**config.mk**
```make
export PLATFORM = sky130hd
export DESIGN_NAME = ex_mem_skid_reg_flat
export DESIGN_NICKNAME = d
export VERILOG_FILES = /design/src/rtl/ex_mem_skid_if.sv /design/src/rtl/ex_mem_skid_reg.sv /design/src/flat_wrapper.sv
export SDC_FILE = /design/constraint.sdc
export NUM_CORES = 1
export LEC_CHECK = 0
export BUFFER_PORTS_ARGS = -buffer_cell sky130_fd_sc_hd__buf_4
export CORE_MARGIN = 2
export CORE_UTILIZATION = 50
export CTS_CLUSTER_DIAMETER = 100
export DETAILED_ROUTE_END_ITERATION = 7
export PLACE_DENSITY_LB_ADDON = 0.15
export SYNTH_ARGS = -nofsm -noshare
export SYNTH_HDL_FRONTEND = slang
export SYNTH_SLANG_ARGS = --single-unit
```
**constraint.sdc**
```tcl
create_clock -name i_clk -period 4.2 [get_ports i_clk]
set_input_delay 0.42 -clock i_clk [delete_from_list [all_inputs] [get_ports i_clk]]
set_output_delay 0.42 -clock i_clk [all_outputs]
set_load 0.01 [all_outputs]
```
**src/rtl/ex_mem_skid_if.sv**
```systemverilog
// Execute-to-memory handshake bundle for ex_mem_skid_reg: upstream beat, downstream head beat, flush.
// EX_MEM_FWD_EN adds the forwarding taps driven from the head register.
interface ex_mem_skid_if #(
    parameter int XLEN    = 32,
    parameter int RADDR_W = 5
);
    logic               i_valid;
    logic               o_ready;
    logic [XLEN-1:0]    i_alu_res;
    logic [XLEN-1:0]    i_store_data;
    logic [RADDR_W-1:0] i_rd;
    logic               i_reg_write;
    logic               i_mem_read;
    logic               i_mem_write;
    logic [2:0]         i_funct3;
    logic               i_flush;
    logic               o_valid;
    logic               i_ready;
    logic [XLEN-1:0]    o_alu_res;
    logic [XLEN-1:0]    o_store_data;
    logic [RADDR_W-1:0] o_rd;
    logic               o_reg_write;
    logic               o_mem_read;
    logic               o_mem_write;
    logic [2:0]         o_funct3;
    logic               o_misaligned;
`ifdef EX_MEM_FWD_EN
    logic               o_fwd_valid;
    logic [RADDR_W-1:0] o_fwd_rd;
    logic [XLEN-1:0]    o_fwd_data;

    modport slave (
        input  i_valid, i_alu_res, i_store_data, i_rd, i_reg_write, i_mem_read,
               i_mem_write, i_funct3, i_flush, i_ready,
        output o_ready, o_valid, o_alu_res, o_store_data, o_rd, o_reg_write,
               o_mem_read, o_mem_write, o_funct3, o_misaligned,
               o_fwd_valid, o_fwd_rd, o_fwd_data
    );
    modport master (
        output i_valid, i_alu_res, i_store_data, i_rd, i_reg_write, i_mem_read,
               i_mem_write, i_funct3, i_flush, i_ready,
        input  o_ready, o_valid, o_alu_res, o_store_data, o_rd, o_reg_write,
               o_mem_read, o_mem_write, o_funct3, o_misaligned,
               o_fwd_valid, o_fwd_rd, o_fwd_data
    );
`else
    modport slave (
        input  i_valid, i_alu_res, i_store_data, i_rd, i_reg_write, i_mem_read,
               i_mem_write, i_funct3, i_flush, i_ready,
        output o_ready, o_valid, o_alu_res, o_store_data, o_rd, o_reg_write,
               o_mem_read, o_mem_write, o_funct3, o_misaligned
    );
    modport master (
        output i_valid, i_alu_res, i_store_data, i_rd, i_reg_write, i_mem_read,
               i_mem_write, i_funct3, i_flush, i_ready,
        input  o_ready, o_valid, o_alu_res, o_store_data, o_rd, o_reg_write,
               o_mem_read, o_mem_write, o_funct3, o_misaligned
    );
`endif
endinterface

```
**src/rtl/ex_mem_skid_reg.sv**
```systemverilog
// EX/MEM pipeline register with a 2-entry skid buffer (head H drives outputs, skid S absorbs one beat).
// Optional macro EX_MEM_FWD_EN adds combinational forwarding outputs taken from H.
module ex_mem_skid_reg #(
    parameter int XLEN    = 32,
    parameter int RADDR_W = 5
) (
    input logic          i_clk,
    input logic          i_rst_n,
    ex_mem_skid_if.slave bus
);
    // Handshake: a beat moves when valid and ready are both high at a rising edge;
    // o_ready is registered (high whenever S is empty), upstream must hold its beat until accepted.
    typedef struct packed {
        logic [XLEN-1:0]    alu_res;
        logic [XLEN-1:0]    store_data;
        logic [RADDR_W-1:0] rd;
        logic               reg_write;
        logic               mem_read;
        logic               mem_write;
        logic [2:0]         funct3;
        logic               misaligned;
    } beat_t;

    beat_t r_h;
    beat_t r_s;
    beat_t w_in;
    logic  r_h_valid;
    logic  r_s_valid;
    logic  r_ready;
    logic  w_in_fire;
    logic  w_out_fire;

    assign w_in_fire  = bus.i_valid & r_ready;
    assign w_out_fire = r_h_valid & bus.i_ready;

    // Capture-time cleanup: rd==0 never writes, misalignment judged once and carried with the beat.
    always_comb begin
        w_in            = '0;
        w_in.alu_res    = bus.i_alu_res;
        w_in.store_data = bus.i_store_data;
        w_in.rd         = bus.i_rd;
        w_in.reg_write  = bus.i_reg_write & (bus.i_rd != '0);
        w_in.mem_read   = bus.i_mem_read;
        w_in.mem_write  = bus.i_mem_write;
        w_in.funct3     = bus.i_funct3;
        w_in.misaligned = (bus.i_mem_read | bus.i_mem_write) &
                          (((bus.i_funct3[1:0] == 2'b01) & bus.i_alu_res[0]) |
                           ((bus.i_funct3[1:0] == 2'b10) & (bus.i_alu_res[1:0] != 2'b00)));
    end

    always_ff @(posedge i_clk) begin
        if (!i_rst_n) begin
            r_h       <= '0;
            r_s       <= '0;
            r_h_valid <= 1'b0;
            r_s_valid <= 1'b0;
            r_ready   <= 1'b1;
        end else if (bus.i_flush) begin
            r_h_valid <= 1'b0;
            r_s_valid <= 1'b0;
            r_ready   <= 1'b1;
        end else if (w_out_fire && r_s_valid) begin
            r_h       <= r_s;
            r_h_valid <= 1'b1;
            r_s_valid <= 1'b0;
            r_ready   <= 1'b1;
        end else if (w_out_fire) begin
            if (w_in_fire) begin
                r_h <= w_in;
            end
            r_h_valid <= w_in_fire;
            r_ready   <= 1'b1;
        end else if (!r_h_valid && w_in_fire) begin
            r_h       <= w_in;
            r_h_valid <= 1'b1;
        end else if (r_h_valid && w_in_fire) begin
            r_s       <= w_in;
            r_s_valid <= 1'b1;
            r_ready   <= 1'b0;
        end
    end

    assign bus.o_ready      = r_ready;
    assign bus.o_valid      = r_h_valid;
    assign bus.o_alu_res    = r_h.alu_res;
    assign bus.o_store_data = r_h.store_data;
    assign bus.o_rd         = r_h.rd;
    assign bus.o_reg_write  = r_h.reg_write;
    assign bus.o_mem_read   = r_h.mem_read;
    assign bus.o_mem_write  = r_h.mem_write;
    assign bus.o_funct3     = r_h.funct3;
    assign bus.o_misaligned = r_h.misaligned;

`ifdef EX_MEM_FWD_EN
    // Loads are excluded: their result is not known until the memory stage returns data.
    assign bus.o_fwd_valid = r_h_valid & r_h.reg_write & ~r_h.mem_read;
    assign bus.o_fwd_rd    = r_h.rd;
    assign bus.o_fwd_data  = r_h.alu_res;
`endif
endmodule

```
**src/flat_wrapper.sv**
```systemverilog
// flat-port wrapper written by rule: the top's interface ports become plain ports
module ex_mem_skid_reg_flat 
#(
    parameter int XLEN    = 32,
    parameter int RADDR_W = 5
)
  (i_clk, i_rst_n, bus_i_valid, bus_i_alu_res, bus_i_store_data, bus_i_rd, bus_i_reg_write, bus_i_mem_read, bus_i_mem_write, bus_i_funct3, bus_i_flush, bus_i_ready, bus_o_ready, bus_o_valid, bus_o_alu_res, bus_o_store_data, bus_o_rd, bus_o_reg_write, bus_o_mem_read, bus_o_mem_write, bus_o_funct3, bus_o_misaligned);
  ex_mem_skid_if #(.XLEN(XLEN), .RADDR_W(RADDR_W)) bus_i ();
  input logic i_clk;
  input logic i_rst_n;
  input wire logic [$bits(bus_i.i_valid)-1:0] bus_i_valid;
  input wire logic [$bits(bus_i.i_alu_res)-1:0] bus_i_alu_res;
  input wire logic [$bits(bus_i.i_store_data)-1:0] bus_i_store_data;
  input wire logic [$bits(bus_i.i_rd)-1:0] bus_i_rd;
  input wire logic [$bits(bus_i.i_reg_write)-1:0] bus_i_reg_write;
  input wire logic [$bits(bus_i.i_mem_read)-1:0] bus_i_mem_read;
  input wire logic [$bits(bus_i.i_mem_write)-1:0] bus_i_mem_write;
  input wire logic [$bits(bus_i.i_funct3)-1:0] bus_i_funct3;
  input wire logic [$bits(bus_i.i_flush)-1:0] bus_i_flush;
  input wire logic [$bits(bus_i.i_ready)-1:0] bus_i_ready;
  output wire logic [$bits(bus_i.o_ready)-1:0] bus_o_ready;
  output wire logic [$bits(bus_i.o_valid)-1:0] bus_o_valid;
  output wire logic [$bits(bus_i.o_alu_res)-1:0] bus_o_alu_res;
  output wire logic [$bits(bus_i.o_store_data)-1:0] bus_o_store_data;
  output wire logic [$bits(bus_i.o_rd)-1:0] bus_o_rd;
  output wire logic [$bits(bus_i.o_reg_write)-1:0] bus_o_reg_write;
  output wire logic [$bits(bus_i.o_mem_read)-1:0] bus_o_mem_read;
  output wire logic [$bits(bus_i.o_mem_write)-1:0] bus_o_mem_write;
  output wire logic [$bits(bus_i.o_funct3)-1:0] bus_o_funct3;
  output wire logic [$bits(bus_i.o_misaligned)-1:0] bus_o_misaligned;
  assign bus_i.i_valid = bus_i_valid;
  assign bus_i.i_alu_res = bus_i_alu_res;
  assign bus_i.i_store_data = bus_i_store_data;
  assign bus_i.i_rd = bus_i_rd;
  assign bus_i.i_reg_write = bus_i_reg_write;
  assign bus_i.i_mem_read = bus_i_mem_read;
  assign bus_i.i_mem_write = bus_i_mem_write;
  assign bus_i.i_funct3 = bus_i_funct3;
  assign bus_i.i_flush = bus_i_flush;
  assign bus_i.i_ready = bus_i_ready;
  assign bus_o_ready = bus_i.o_ready;
  assign bus_o_valid = bus_i.o_valid;
  assign bus_o_alu_res = bus_i.o_alu_res;
  assign bus_o_store_data = bus_i.o_store_data;
  assign bus_o_rd = bus_i.o_rd;
  assign bus_o_reg_write = bus_i.o_reg_write;
  assign bus_o_mem_read = bus_i.o_mem_read;
  assign bus_o_mem_write = bus_i.o_mem_write;
  assign bus_o_funct3 = bus_i.o_funct3;
  assign bus_o_misaligned = bus_i.o_misaligned;
  ex_mem_skid_reg #(.XLEN(XLEN), .RADDR_W(RADDR_W)) u_core (.i_clk(i_clk), .i_rst_n(i_rst_n), .bus(bus_i));
endmodule
```
==> impl_results.md, run 1 <==
- Clock sinks: 155
- Pint: 2730 uW
- Mapped Area: 0.00613 sq mm
- Max cap viols: 0
- Starting density of the core: 0.511
- Global-route wire length before repair: 25100 microns
- Std-Cell Rows: 40
- Post-Synthesis Cells: 775
- Post-CTS setup buffers: 0
- FF+latch area: 0.00310 sq mm
- Relative slew slack: 0.362
- Clock Power Share: 0.461
- Routed vias/inst: 5.47
- Sequential cell area fraction in the yosys report: 0.506
- Kind of critical path: register to register
- Worst-margin pin slew: 958 ps
- Layout net count: 970
- Worst setup path start: u_core.bus.o_valid$_SDFFE_PP0P_
- PnR worst setup slack: 1910 ps
- Clk slew on worst S/H paths: 60 ps
- Register bit total from synthesis: 155
- Number of library cell types mapped by synthesis: 27
- Multi-input gate area: 0.00274 sq mm
- Minimum clock period: 2290 ps
- Initial antenna violation count: 0
- Die ar.: 0.0132 sq mm
- I/O Buffers: 157
- RD Place Congestion: 0.812
- Placed Area: 0.00726 sq mm
- Worst EP arrival: 2630 ps
- Hold-fix buffers, CTS: 0
- Final TNS setup: 0 ps
- Die Y: 115 microns
- Setup Slack @ Placement: 1960 ps
- DP HPWL: 9330 microns
- Maximum clock rate: 438 MHz
- CTS tree: built
- Filler instances: 1016
- Final ANT Viol Nets: 0
- Net switching fraction of the power: 0.217
- Post-CTS sizing: 0
- CTS Buffer Depth: 2
- CORE AREA: 0.0120 sq mm
- Slew Viols, Final: 0
- Leak: 0.00321 uW
- P per Cell Area: 442 mW/mm^2
- Layout cells sized above 1: 0.219
- Hold Crit Start: bus_i_store_data[14]
- Area contributors post-synth: dfxtp_1, nand2_1, a31oi_1
- Die W: 115 microns
- GRT Total Usage: 0.239
- Largest net degree at the start of global routing: 114
- Seq pwr share: 0.448
- Clk_lat worst skew: 420 ps
- Layout area overhead: 28.7%
- Syn_nets: 855
- WL per Instance: 15.0 microns
- Final Skew: 4.81 ps
- Crit start category: register
- Inserted Diodes: 0
- Fin crit share: 0.544
- Net Switching: 756 uW
- Aggregate routed wire length: 15800 microns
- Htree depth: 4
- Clk root buf: clkbuf_16
- YS warnings: 0
- Crit-path max FO: 108
- DR vias: 5739
- I/O pin count: 158
- Syn avg cell area: 7.91 sq um
- Unrepaired setup endpoints after global routing: no
- Vias in the first global route: 5385
- Top cell type's share of synthesized area: 0.506
- Final setup vio count: 0
- Total grt overflow: 0
- CP Capture Type: register
- Final instance area: 0.00789 sq mm
- Required time worst endpoint: 4540 ps
- Final Hold Fails: 0
- Ys async rst share: 0
- Comb pwr share: 0.091
- Status: finished, final reports clean
- Remaining DRCs: 0
- Critical R2R Launch: u_core.bus.o_valid$_SDFFE_PP0P_
- CTS Buf Count: 17
- Dominant cell type by area after synthesis: dfxtp_1
- DR iter-0 viols: 500
- Min-delay worst type: primary input to register
- Post-synth EDFFs: 0
- Ys flop type: dfxtp_1
- First-pass DRT Iterations: 5
- VDD IR-drop max: 0.279 mV
[flip-flops by register name, indices dropped and copies added (netlist names)]
| register | flops |
|---|---|
| u_core.bus.o_rd | 5 |
| u_core.bus.o_misaligned | 1 |
| u_core.bus.o_mem_write | 1 |
| u_core.bus.o_mem_read | 1 |
| u_core.bus.o_valid | 1 |
| u_core.bus.o_store_data | 32 |
| u_core.bus.o_reg_write | 1 |
| u_core.r_s | 76 |
| u_core.bus.o_funct3 | 3 |
| u_core.r_s_valid | 1 |
| u_core.bus.o_ready | 1 |
| u_core.bus.o_alu_res | 32 |
[per-layer routing]
metal | global-route usage | part of all wire | vias up | wire (microns)
met5 | 0 | 0 | - | 0
met4 | 0.101 | 0.023 | 0 | 355
met3 | 0.0780 | 0.071 | 30 | 1120
met2 | 0.404 | 0.48 | 191 | 7600
met1 | 0.280 | 0.42 | 2674 | 6680
li1 | - | - | 2844 | -
[Yosys cell counts, types with 3 or more instances]
master    instances
buf_6             5
a21boi_1         41
a21boi_0         33
a31oi_1          77
dfxtp_1         155
o21ai_0          73
buf_2            14
clkbuf_1         45
o21ai_1           4
nand2_1         303
nand3_1           3
[kinds of logic after synthesis]
| group | Yosys count | share of synthesized area |
|---|---|---|
| buf+inv | 69 | 0.0524 |
| xor+xnor | 1 | 0.00143 |
| flops | 155 | 0.506 |
| simple gates | 314 | 0.198 |
| compound gates | 236 | 0.243 |
[worst paths after layout]
kind | end | slack (ps) | cells past startpoint
max reg2reg | u_core.bus.o_store_data[25]$_SDFFE_PN0P_ | 1910 | 5
min | u_core.r_s[26]$_SDFFE_PN0P_ | 250 | 3
min reg2reg | u_core.r_s[10]$_SDFFE_PN0P_ | 450 | 2
max | u_core.bus.o_store_data[25]$_SDFFE_PN0P_ | 1910 | 5
[power by group through the flow]
stage / Combinational (uW) / Clock (uW) / Sequential [uW]
2_1_floorplan: 120 / 0 / 1610
4_1_cts: 318 / 1630 / 1560
5_1_grt: 347 / 1710 / 1570
3_5_place_dp: 317 / 0 / 1590
6_report: 316 / 1610 / 1560
3_3_place_gp: 308 / 0 / 1590
[layout make-up]
cell class | instances | area share
Sequential cell | 155 | 0.393
Multi-Input combinational cell | 551 | 0.347
Timing Repair Buffer | 163 | 0.155
Clock buffer | 26 | 0.0671
Tap cell | 147 | 0.0233
Clock inverter | 6 | 0.0133
Inverter | 2 | 0.000951
[stage by stage]
step                       util  cells  total power, uW  hold WS (ps)
after global routing      0.657   1050             3620           246
after floorplan               -    775             1730           434
after detailed placement  0.604   1018             1910           445
after CTS                 0.657   1050             3510           236
after global placement    0.604   1018             1900           440
final                     0.657   1050             3490           251
[critical path, cell delays in order (launching register included)]
cell and delay, ps:
dfxtp_1 510, nand2_1 160, a221oi_4 290, buf_4 730
o21ai_0 220, a31oi_1 200
[cell usage in the layout (no fill, tap or decap)]
| cell type | count |
|---|---|
| o211ai_1 | 1 |
| a21oi_1 | 2 |
| or4_1 | 2 |
| and3_2 | 1 |
| o41ai_1 | 1 |
| nand2b_1 | 1 |
| clkbuf_8 | 7 |
| nor2_1 | 2 |
| clkbuf_1 | 2 |
| clkinv_2 | 3 |
| o21ai_1 | 4 |
| a31oi_1 | 77 |
| xnor2_1 | 1 |
| a21boi_0 | 33 |
| nand2_1 | 303 |
| nand3_1 | 2 |
| dfxtp_1 | 155 |
| or4b_4 | 1 |
| a21o_1 | 2 |
| o21ai_0 | 73 |
| nor4b_4 | 1 |
| nand3_2 | 1 |
| inv_1 | 2 |
| bufinv_16 | 3 |
| o2111ai_1 | 1 |
| buf_4 | 163 |
| clkbuf_16 | 17 |
| a221oi_4 | 1 |
| a21boi_1 | 41 |
(Power assumes the default switching activity.)
==> run 2, diff against run 1 <==
clock period = 2.2 ns   (was 4.2 ns; I/O delays follow)
==> impl_results.md, run 2 (synthesized netlist as in run 1, its figures left out) <==
- CP max stage delay: 520 ps
- Final Skew: 4.28 ps
- DP HPWL: 9700 microns
- Crit path top cell by count: nand2_1
- Post-layout util: 0.659
- Kind of critical path: register to register
- Routed vias/inst: 5.48
- M1 GR Usage: 0.288
- Post-CTS setup buffers: 0
- Slowest CP cell: or4b_4
- Max reg flops: 76
- GRT met3 Usage: 0.0691
- Most frequent cells in the layout: nand2_1, buf_4, dfxtp_1, a31oi_1, o21ai_0
- Filler instances: 1035
- Die W: 115 microns
- CTS Buffer Depth: 2
- I/O Buffers: 157
- WL per Instance: 14.6 microns
- Leak: 0.00321 uW
- GRT Max-Usage Layer: met2
- Layout area overhead: 29.1%
- I/O pin count: 158
- Initial antenna violation count: 0
- DR iter-0 viols: 409
- Hold-fix buffers, CTS: 0
- Layout net count: 977
- Required time worst endpoint: 2500 ps
- Unrepaired setup endpoints after global routing: no
- Post-CTS sizing: 0
- DR vias: 5775
- Final setup vio count: 0
- Commonest non-fill, non-tap cell in the layout: nand2_1
- Fin crit share: 0.874
- DP Cell Count: 1025
- Largest net degree at the start of global routing: 89
- Crit-path max FO: 53
- Worst EP arrival: 2220 ps
- Die Y: 115 microns
- Cell Chain, Critical Path: nand2_1 > or4b_4 > buf_4 > nand2_1 > a21boi_0
- Top Family by Delay on Critical Path: simple AND/OR/NAND/NOR gates
- Clk slew on worst S/H paths: 60 ps
- P per Cell Area: 787 mW/mm^2
- Std-Cell Rows: 40
- Global-route wire length before repair: 25100 microns
- Crit start category: register
- Met2 Track Usage GR: 0.402
- VDD IR-drop max: 0.458 mV
- Setup Slack @ Placement: 270 ps
- Htree depth: 4
- CTS Buf Count: 17
- Relative slew slack: 0.499
- First-pass DRT Iterations: 5
- Inserted Diodes: 0
- Clock sinks: 155
- Total grt overflow: 0
- Status: finished, final reports clean
- Remaining DRCs: 0
- Final ANT Viol Nets: 0
- Vias in the first global route: 5389
- GRT Total Usage: 0.237
- Minimum clock period: 1920 ps
- Buf/Inv on CP: 1
- Die ar.: 0.0132 sq mm
- Maximum clock rate: 520 MHz
- CORE AREA: 0.0120 sq mm
- Slew Viols, Final: 0
- Clk root buf: clkbuf_16
- Aggregate routed wire length: 15400 microns
- Max cap viols: 0
- Final TNS setup: 0 ps
- RD Place Congestion: 0.783
- PnR worst setup slack: 277 ps
- CP Capture Type: register
- Worst-margin pin slew: 751 ps
- Min-delay worst type: primary input to register
- Starting density of the core: 0.511
- Largest reg by FF count: u_core.r_s
- Final Hold Fails: 0
- Clk_lat worst skew: 420 ps
- Non-Filler Instances: 1054
- CTS tree: built
- Layout cells sized above 1: 0.217
## run 2: changes by cell type in the layout (fill, tap and decap cells not counted), sizes merged
cell / change
buf: +7
bufinv: -2
clkinv: -1
## run 2: metal layers
layer,vias to the layer above,part of all wire,wire [microns]
met5,-,0,0
met3,20,0.074,1140
met1,2702,0.42,6440
li1,2857,-,-
met2,196,0.49,7580
met4,0,0.014,221
## run 2: final timing paths
| check | from | endpoint | slack, ps | cells after the start |
|---|---|---|---|---|
| max | u_core.bus.o_valid$_SDFFE_PP0P_ | u_core.r_s[61]$_SDFFE_PN0P_ | 280 | 5 |
| min | bus_i_store_data[21] | u_core.r_s[33]$_SDFFE_PN0P_ | 50 | 3 |
| max reg2reg | u_core.bus.o_valid$_SDFFE_PP0P_ | u_core.r_s[61]$_SDFFE_PN0P_ | 280 | 5 |
| min reg2reg | u_core.r_s[46]$_SDFFE_PN0P_ | u_core.r_s[46]$_SDFFE_PN0P_ | 450 | 2 |
## run 2: worst register-to-register path, stage by stage, from the launching register on
cell      delay, ps
dfxtp_1         510
nand2_1         210
or4b_4          520
buf_4           320
nand2_1         150
a21boi_0         90
## run 2: through the flow
| stage | total power [uW] | cell area, sq um | hold WS [ps] |
|---|---|---|---|
| 2_1_floorplan | 3300 | 6130 | 355 |
| 3_3_place_gp | 3630 | 7400 | 440 |
| 3_5_place_dp | 3650 | 7400 | 445 |
| 4_1_cts | 6270 | 7920 | 40.9 |
| 5_1_grt | 6480 | 7920 | 49.5 |
| 6_report | 6230 | 7920 | 51.7 |
## run 2: area by class of cell
type,instances,area (sq um),share of cell area
well taps,147,184,0.0232
flip-flops and latches,155,3100,0.392
inverters,2,7.51,0.000948
clock buffers,26,479,0.0605
multi-input cells,551,2740,0.346
clock inverters,3,40.0,0.00506
repair buffers,170,1360,0.172
## run 2: report_power, final
part / switching (uW) / internal (uW) / leakage, uW / total, uW
logic: 301 / 316 / 0.00169 / 617
clock network: 1040 / 1590 / 0.000254 / 2630
registers: 58.7 / 2920 / 0.00126 / 2980
total: 1400 / 4830 / 0.00321 / 6230
==> run 3, diff against run 2 <==
REMOVE_ABC_BUFFERS = 1   (was default)
==> impl_results.md, run 3 (synthesized netlist as in run 1, its figures left out) <==
- Clk root buf: clkbuf_16
- Buf/Inv on CP: 1
- Vias in the first global route: 5335
- I/O Buffers: 157
- CTS Buffer Depth: 2
- CTS Buf Count: 17
- Slew Viols, Final: 0
- Inserted Diodes: 0
- Multi-input gate area: 0.00274 sq mm
- Die W: 115 microns
- Max cap viols: 0
- Leak: 0.00325 uW
- Die Y: 115 microns
- Fin crit share: 0.854
- Die ar.: 0.0132 sq mm
- Commonest non-fill, non-tap cell in the layout: nand2_1
- Maximum clock rate: 533 MHz
- Htree depth: 4
- Hold-fix buffers, CTS: 0
- Global-route wire length before repair: 24700 microns
- CP Capture Type: register
- WL per Instance: 14.5 microns
- CORE AREA: 0.0120 sq mm
- Clock sinks: 155
- First-pass DRT Iterations: 5
- Min-delay worst type: primary input to register
- Placed Area: 0.00736 sq mm
- Aggregate routed wire length: 15300 microns
- Total grt overflow: 0
- P per Cell Area: 831 mW/mm^2
- DR vias: 5742
- DR iter-0 viols: 529
- Layout net count: 977
- Hold Crit Start: bus_i_alu_res[2]
- Non-Filler Instances: 1056
- Post-CTS setup buffers: 0
- Post-CTS sizing: 0
- Crit path top cell by count: nand2_1
- I/O pin count: 158
- Worst-margin pin slew: 580 ps
- Cell Chain, Critical Path: nand2_1 > or4b_4 > buf_4 > nand2_1 > a21boi_0
- GRT Max-Usage Layer: met2
- Met2 Track Usage GR: 0.395
- Crit start category: register
- Initial antenna violation count: 0
- Unrepaired setup endpoints after global routing: no
- Filler instances: 1027
- Layout area overhead: 30.2%
- GRT Total Usage: 0.234
- Final Skew: 9.99 ps
- Slowest CP cell: or4b_4
- Max reg flops: 76
- Std-Cell Rows: 40
- Final ANT Viol Nets: 0
- Largest net degree at the start of global routing: 119
- RD Place Congestion: 0.759
- CTS tree: built
- M1 GR Usage: 0.289
- VDD IR-drop max: 0.447 mV
- Clk slew on worst S/H paths: 60 ps
- Worst EP arrival: 2180 ps
- Relative slew slack: 0.614
- CP max stage delay: 520 ps
- Worst setup path start: u_core.bus.o_valid$_SDFFE_PP0P_
- Largest reg by FF count: u_core.r_s
- Status: finished, final reports clean
- Crit-path max FO: 40
- Top Family by Delay on Critical Path: simple AND/OR/NAND/NOR gates
- Required time worst endpoint: 2500 ps
- Critical R2R Launch: u_core.bus.o_valid$_SDFFE_PP0P_
- Routed vias/inst: 5.44
- Kind of critical path: register to register
- FF+latch area: 0.00310 sq mm
- Final TNS setup: 0 ps
- DP Cell Count: 1025
- Final Hold Fails: 0
- DP HPWL: 9670 microns
- GRT met3 Usage: 0.0675
- Layout cells sized above 1: 0.224
- Starting density of the core: 0.511
- Final instance area: 0.00798 sq mm
- Most frequent cells in the layout: nand2_1, buf_4, dfxtp_1, a31oi_1, o21ai_0
- Remaining DRCs: 0
- Minimum clock period: 1880 ps
- Clk_lat worst skew: 420 ps
- Final setup vio count: 0
## run 3: final timing paths
check	endpoint	slack [ps]	depth (start not counted)
hold / removal	u_core.r_s[46]$_SDFFE_PN0P_	50	3
hold reg to reg	u_core.r_s[36]$_SDFFE_PN0P_	450	2
setup reg to reg	u_core.r_s[65]$_SDFFE_PN0P_	320	5
setup / recovery	u_core.r_s[65]$_SDFFE_PN0P_	320	5
## run 3: metrics by stage
stage | util | hold WS (ps) | total power (uW) | setup slack, ps
2_1_floorplan | - | 355 | 3270 | -3080
3_3_place_gp | 0.613 | 440 | 3630 | 431
3_5_place_dp | 0.613 | 445 | 3650 | 330
4_1_cts | 0.665 | 44.2 | 6670 | 326
5_1_grt | 0.665 | 44.1 | 6860 | 154
6_report | 0.665 | 54.9 | 6630 | 322
## run 3: layer usage
| layer | part of all wire | vias up |
|---|---|---|
| li1 | - | 2862 |
| met2 | 0.48 | 187 |
| met1 | 0.44 | 2674 |
| met4 | 0.014 | 0 |
| met5 | 0 | - |
| met3 | 0.066 | 19 |
## run 3: tightest hold or removal path, stage by stage
cell and delay, ps:
buf_4 110, nand2_1 50, a21boi_1 50
## run 3: area by class of cell
cell class / instances / share of cell area
clock inverters: 6 / 0.0135
flip-flops and latches: 155 / 0.389
repair buffers: 170 / 0.166
inverters: 2 / 0.000940
clock buffers: 25 / 0.0646
multi-input cells: 551 / 0.343
well taps: 147 / 0.0230
## run 3: power by group
group	total, uW	internal (uW)	switching, uW	leakage, uW
registers	2980	2920	62.1	0.00126
logic	607	311	296	0.00168
clock network	3040	1960	1090	0.000305
